===== src/rtl/lc3b_types.sv =====
// Shared types for the mp3 memory-side arbiter: FSM encoding and grant identifiers.
package lc3b_types;

   typedef enum logic [1:0] {ARB_IDLE, ARB_GNT_I, ARB_GNT_D} lc3b_arb_state;

   localparam logic ARB_IFETCH = 1'b0;
   localparam logic ARB_DATA   = 1'b1;

endpackage


===== src/rtl/wb_port_mux.sv =====
// Combinational request mux and response demux between two Wishbone masters and one slave.
module wb_port_mux
   import lc3b_types::*;
#(
   parameter int unsigned AddrW = 28,
   parameter int unsigned DataW = 128,
   parameter int unsigned SelW  = 16
) (
   input  logic             valid_i,
   input  logic             gnt_i,

   input  logic             i_cyc_i,
   input  logic             i_stb_i,
   input  logic             i_we_i,
   input  logic [AddrW-1:0] i_adr_i,
   input  logic [DataW-1:0] i_dat_m_i,
   input  logic [SelW-1:0]  i_sel_i,
   output logic [DataW-1:0] i_dat_s_o,
   output logic             i_ack_o,

   input  logic             d_cyc_i,
   input  logic             d_stb_i,
   input  logic             d_we_i,
   input  logic [AddrW-1:0] d_adr_i,
   input  logic [DataW-1:0] d_dat_m_i,
   input  logic [SelW-1:0]  d_sel_i,
   output logic [DataW-1:0] d_dat_s_o,
   output logic             d_ack_o,

   output logic             m_cyc_o,
   output logic             m_stb_o,
   output logic             m_we_o,
   output logic [AddrW-1:0] m_adr_o,
   output logic [DataW-1:0] m_dat_m_o,
   output logic [SelW-1:0]  m_sel_o,
   input  logic [DataW-1:0] m_dat_s_i,
   input  logic             m_ack_i
);

   // Everything idles at zero unless a grant is active; responses go only to the grantee.
   always_comb begin
      m_cyc_o   = 1'b0;
      m_stb_o   = 1'b0;
      m_we_o    = 1'b0;
      m_adr_o   = '0;
      m_dat_m_o = '0;
      m_sel_o   = '0;
      i_dat_s_o = '0;
      i_ack_o   = 1'b0;
      d_dat_s_o = '0;
      d_ack_o   = 1'b0;
      if (valid_i) begin
         if (gnt_i == ARB_DATA) begin
            m_cyc_o   = d_cyc_i;
            m_stb_o   = d_stb_i;
            m_we_o    = d_we_i;
            m_adr_o   = d_adr_i;
            m_dat_m_o = d_dat_m_i;
            m_sel_o   = d_sel_i;
            d_dat_s_o = m_dat_s_i;
            d_ack_o   = m_ack_i;
         end else begin
            m_cyc_o   = i_cyc_i;
            m_stb_o   = i_stb_i;
            m_we_o    = i_we_i;
            m_adr_o   = i_adr_i;
            m_dat_m_o = i_dat_m_i;
            m_sel_o   = i_sel_i;
            i_dat_s_o = m_dat_s_i;
            i_ack_o   = m_ack_i;
         end
      end
   end

endmodule


===== src/rtl/wb_mem_arbiter.sv =====
// Round-robin arbiter sharing one Wishbone memory port between the ifetch and data masters.
module wb_mem_arbiter
   import lc3b_types::*;
#(
   parameter int unsigned ADDR_W = 28,
   parameter int unsigned DATA_W = 128,
   parameter int unsigned SEL_W  = 16
) (
   input  logic              clk,
   input  logic              rst_n,

   input  logic              i_cyc,
   input  logic              i_stb,
   input  logic              i_we,
   input  logic [ADDR_W-1:0] i_adr,
   input  logic [DATA_W-1:0] i_dat_m,
   input  logic [SEL_W-1:0]  i_sel,
   output logic [DATA_W-1:0] i_dat_s,
   output logic              i_ack,

   input  logic              d_cyc,
   input  logic              d_stb,
   input  logic              d_we,
   input  logic [ADDR_W-1:0] d_adr,
   input  logic [DATA_W-1:0] d_dat_m,
   input  logic [SEL_W-1:0]  d_sel,
   output logic [DATA_W-1:0] d_dat_s,
   output logic              d_ack,

   output logic              m_cyc,
   output logic              m_stb,
   output logic              m_we,
   output logic [ADDR_W-1:0] m_adr,
   output logic [DATA_W-1:0] m_dat_m,
   output logic [SEL_W-1:0]  m_sel,
   input  logic [DATA_W-1:0] m_dat_s,
   input  logic              m_ack
);

   lc3b_arb_state state_q, state_d;
   logic          last_gnt_q, last_gnt_d;
   logic          i_req, d_req;
   logic          gnt_valid, gnt_sel;

   assign i_req     = i_cyc & i_stb;
   assign d_req     = d_cyc & d_stb;
   assign gnt_valid = (state_q != ARB_IDLE);
   assign gnt_sel   = (state_q == ARB_GNT_D) ? ARB_DATA : ARB_IFETCH;

   // An ack wins over a simultaneous cyc drop so the transfer still counts for round-robin.
   always_comb begin
      state_d    = state_q;
      last_gnt_d = last_gnt_q;
      unique case (state_q)
         ARB_IDLE: begin
            if (i_req && d_req) begin
               state_d = (last_gnt_q == ARB_DATA) ? ARB_GNT_I : ARB_GNT_D;
            end else if (i_req) begin
               state_d = ARB_GNT_I;
            end else if (d_req) begin
               state_d = ARB_GNT_D;
            end
         end
         ARB_GNT_I: begin
            if (m_ack) begin
               state_d    = ARB_IDLE;
               last_gnt_d = ARB_IFETCH;
            end else if (!i_cyc) begin
               state_d = ARB_IDLE;
            end
         end
         ARB_GNT_D: begin
            if (m_ack) begin
               state_d    = ARB_IDLE;
               last_gnt_d = ARB_DATA;
            end else if (!d_cyc) begin
               state_d = ARB_IDLE;
            end
         end
         default: state_d = ARB_IDLE;
      endcase
   end

   always_ff @(posedge clk) begin
      if (!rst_n) begin
         state_q    <= ARB_IDLE;
         last_gnt_q <= ARB_DATA;
      end else begin
         state_q    <= state_d;
         last_gnt_q <= last_gnt_d;
      end
   end

   wb_port_mux #(
      .AddrW (ADDR_W),
      .DataW (DATA_W),
      .SelW  (SEL_W)
   ) u_port_mux (
      .valid_i   (gnt_valid),
      .gnt_i     (gnt_sel),
      .i_cyc_i   (i_cyc),
      .i_stb_i   (i_stb),
      .i_we_i    (i_we),
      .i_adr_i   (i_adr),
      .i_dat_m_i (i_dat_m),
      .i_sel_i   (i_sel),
      .i_dat_s_o (i_dat_s),
      .i_ack_o   (i_ack),
      .d_cyc_i   (d_cyc),
      .d_stb_i   (d_stb),
      .d_we_i    (d_we),
      .d_adr_i   (d_adr),
      .d_dat_m_i (d_dat_m),
      .d_sel_i   (d_sel),
      .d_dat_s_o (d_dat_s),
      .d_ack_o   (d_ack),
      .m_cyc_o   (m_cyc),
      .m_stb_o   (m_stb),
      .m_we_o    (m_we),
      .m_adr_o   (m_adr),
      .m_dat_m_o (m_dat_m),
      .m_sel_o   (m_sel),
      .m_dat_s_i (m_dat_s),
      .m_ack_i   (m_ack)
   );

endmodule


===== config.mk =====
export PLATFORM = sky130hd
export DESIGN_NAME = wb_mem_arbiter
export DESIGN_NICKNAME = d
export VERILOG_FILES = /design/src/rtl/lc3b_types.sv /design/src/rtl/wb_port_mux.sv /design/src/rtl/wb_mem_arbiter.sv
export SDC_FILE = /design/constraint.sdc
export NUM_CORES = 1
export LEC_CHECK = 0
export ABC_AREA = 1
export CORE_AREA = 10 10 352 354
export DETAILED_ROUTE_END_ITERATION = 7
export DIE_AREA = 0 0 362 364
export GPL_TIMING_DRIVEN = 0
export PLACE_DENSITY = 0.3
export SYNTH_ARGS = -nofsm -noshare
export SYNTH_HDL_FRONTEND = slang
export SYNTH_HIERARCHICAL = 1
export SYNTH_SLANG_ARGS = --single-unit

===== constraint.sdc =====
create_clock -name clk -period 3.6 [get_ports clk]
set_input_delay 1.08 -clock clk [delete_from_list [all_inputs] [get_ports clk]]
set_output_delay 1.08 -clock clk [all_outputs]
set_load 0.03 [all_outputs]

==> parameters.txt <==
Parameter                              Value

STA
  Final setup violating endpoints ... 0
  Worst slew slack as a fraction of its limit ... 60.48%
  Unrepaired setup endpoints after global routing ... true
  Max Clk Rate ... 278.7 MHz
  Final number of hold-violating endpoints ... 0
  Final worst hold slack ... 0.4545 ns
  Worst slew pin tran ... 0.5951 ns
  Sum of negative setup slack ... 0 ns
  Setup ws final ... 0.01146 ns
  Min Tclk post-route ... 3.589 ns
  Clk_skew ... 0.002634 ns
  Share of the cycle needed by the critical path after routing ... 99.68%
  Count of final max-slew check failures ... 0

Floorplanning
  Floorplan die area ... 0.1318 mm2
  Effective utilization at floorplan ... 4.342%
  Area inside the core boundary ... 0.1171 mm2
  Site Rows ... 126
  Top-level port count ... 914
  X dimension of the die ... 362 um
  Die span in y ... 364 um

Power and ir drop
  Pwr per Cell Area ... 319.9 mW/mm2
  Sequential cell fraction of total power ... 0.8%
  Switching share of power ... 65.49%
  Leak pwr ... 8.924 nW
  Switching power total ... 3.391 mW
  Peak ir drop on the vdd network ... 100.9 uV
  Cell internal pwr ... 1.787 mW
  Clock network fraction of total power ... 3.4%
  Combinational group share of total power ... 95.8%

CTS
  Max Buffers Root-to-Sink ... 2
  CTS clk-pin slew, worst paths ... 0.03 ns
  Number of H-tree levels ... 1
  Worst-Skew Late Latency ... 0.22 ns
  TritonCTS clock tree ... yes
  Buffer type at the clock tree root ... sky130_fd_sc_hd__clkbuf_16
  CTS buffer count ... 3
  Number of sinks handled by clock tree synthesis ... 3

Drt
  Highest metal used ... met5
  Via count ... 10.95k
  Pre-antenna DRT Iters ... 5
  Routed wire length on met2 ... 52.91 mm
  Routed length on met1 ... 44.83 mm
  # DRC ... 0
  Number of DRC markers after the initial detailed-route iteration ... 511
  Drt wl/cell ... 30.00 um
  Met3 wirelength from detailed routing ... 7.596 mm
  Antenna viol nets, final ... 0
  Total length of routed wires ... 105.7 mm
  Mean number of vias per cell ... 3.106

Global route
  Maximum number of pins on one net before global-route repair ... 11
  Number of antenna violations at the first check in global routing ... 44
  GR Util All Layers ... 15.01%
  Vias in the first global route ... 11.30k
  First-pass GRT wire length ... 129.6 mm
  GR Overflow Total ... 0

Placement
  Count of port buffers added during placement ... 913
  HPWL reported at the end of detailed placement ... 99.05 mm
  Pre-CTS worst setup slack ... -0.3544 ns
  Cells after DPL ... 3503
  Final Wtd Congestion ... 0.8468

Worst hold path
  Worst min-delay path category ... reg -> reg

Synth
  Top area cells in the synthesized netlist ... sky130_fd_sc_hd__nand3_1 (35%), sky130_fd_sc_hd__nand2_1 (14%), sky130_fd_sc_hd__nor2_2 (12%)
  Fraction of registers with async set/reset ... 0%
  Most common flop cell mapped by yosys ... sky130_fd_sc_hd__dfxtp_1
  Number of instances in the synthesized netlist ... 1054
  Post-synthesis net count ... 1535
  Post-synthesis instance area ... 0.005086 mm2
  Warning count from the yosys run ... 6
  Number of enable-type register cells in the synthesized netlist ... 0
  Cell taking the most area after synthesis ... sky130_fd_sc_hd__nand3_1
  Portion of synthesized cell area occupied by the leading cell type ... 34.83%
  Most frequently used cell type in the post-synthesis netlist ... sky130_fd_sc_hd__nand3_1
  Sequential area share after synthesis ... 1.181%
  Number of storage elements in the synthesis netlist ... 3
  Most instantiated cells after synthesis ... sky130_fd_sc_hd__nand3_1 (354), sky130_fd_sc_hd__nand2_1 (184), sky130_fd_sc_hd__nor2_1 (164), sky130_fd_sc_hd__inv_1 (135), sky130_fd_sc_hd__nor2_2 (101)
  Average size of a mapped cell ... 4.826 um2
  Cell variety after synth ... 17

Critical path
  Data arrival, critical path ... 2.51 ns
  Minimum setup slack among reg-to-reg paths ... 2.63 ns
  Req. time, crit path ... 2.52 ns
  Element type at the critical path start ... input pin
  Critical path start-end classification ... in -> out
  Cell type group with the largest total delay on the critical path ... buffers and inverters
  Cells along the critical path ... clkdlybuf4s50_1 > inv_1 > nor2_1 > clkdlybuf4s15_1
  Buffering stage count on the worst path with inverters included ... 3
  Top fanout value on the critical path ... 2
  Stage delay of the slowest cell on the critical path ... 0.58 ns
  CP max-delay cell ... sky130_fd_sc_hd__clkdlybuf4s50_1
  Kind of end point of the critical path ... output pin

Final layout
  Post-synthesis to final-layout area growth ... 218.2%
  Fin nets ... 2453
  Layout Cells excl Fill ... 3525
  Core utilization of the finished layout ... 13.82%
  Share of layout cells above drive strength 1 ... 12.33%

Outcome
  Outcome ... complete, no violations

Run
  Max-cap viol count ... 0
[power groups by stage]
| stage | Sequential (mW) | Clock [mW] | Combinational [mW] |
|---|---|---|---|
| after floorplan | 0.0393 | 0 | 2.40 |
| after global placement | 0.0401 | 0 | 5.41 |
| after detailed placement | 0.0398 | 0 | 5.39 |
| after CTS | 0.0396 | 0.182 | 5.14 |
| after global routing | 0.0403 | 0.183 | 5.26 |
| final | 0.0396 | 0.177 | 4.96 |
[worst min-delay path, stage by stage, from the launching register on]
cell                      delay [ns]
sky130_fd_sc_hd__dfxtp_1        0.32
sky130_fd_sc_hd__nand2_1        0.05
sky130_fd_sc_hd__nand3_1        0.05
[cell usage in the layout (no fill, tap or decap), drive strengths merged]
cell           instances
a21oi                  1
a21boi                 1
nand2                186
clkbuf                17
nor2                 265
dfxtp                  3
nand3                355
inv                  137
buf                   96
diode                 18
dlymetal6s2s          66
clkdlybuf4s15         44
dlygate4sd2          259
clkdlybuf4s50        541
[stage by stage]
| step | power, mW | area (um2) |
|---|---|---|
| after global placement | 5.451 | 16150 |
| after detailed placement | 5.432 | 16150 |
| after global routing | 5.479 | 16150 |
| after floorplan | 2.437 | 5086 |
| after CTS | 5.365 | 15960 |
| final | 5.177 | 16180 |
[registers in the layout, indices dropped and copies added (netlist names)]
register    count
state_q         2
last_gnt_q      1
[kinds of logic after synthesis]
logic type / synth area share [%]
compound gates: 0.3199
flops: 1.181
simple gates: 73.38
buf+inv: 25.12
[layer usage]
metal | vias up | GRT usage (%)
met5 | - | 0
met4 | 24 | 0.6110
met3 | 50 | 4.194
met2 | 560 | 27.05
met1 | 5169 | 18.44
li1 | 5146 | -
[path summary, 6_finish.rpt]
| check | from | end | depth (start not counted) |
|---|---|---|---|
| min reg2reg | last_gnt_q$_SDFFE_PN1P_ | last_gnt_q$_SDFFE_PN1P_ | 2 |
| max reg2reg | state_q[0]$_SDFFE_PN0P_ | state_q[1]$_SDFFE_PN0P_ | 7 |
| min | last_gnt_q$_SDFFE_PN1P_ | last_gnt_q$_SDFFE_PN1P_ | 2 |
| max | m_dat_s[0] | d_dat_s[0] | 4 |
[layout make-up]
| type | count | area [um2] |
|---|---|---|
| Antenna cell | 18 | 45.04 |
| Buffer | 106 | 808.3 |
| Sequential cell | 3 | 60.06 |
| Multi-Input combinational cell | 808 | 3749 |
| Timing Repair Buffer | 913 | 9004 |
| Tap cell | 1536 | 1922 |
| Clock buffer | 4 | 78.83 |
| Inverter | 137 | 516.7 |
| Fill cell | 13828 | 101000 |
[timing repair]
action / in CTS / in global routing
hold buffers: 0 / 0
buffers inserted: 0 / 0
gates resized for setup: 389 / 79
setup endpoints to repair: 306 / 200
No activity file was read; power rests on OpenSTA's default activity.
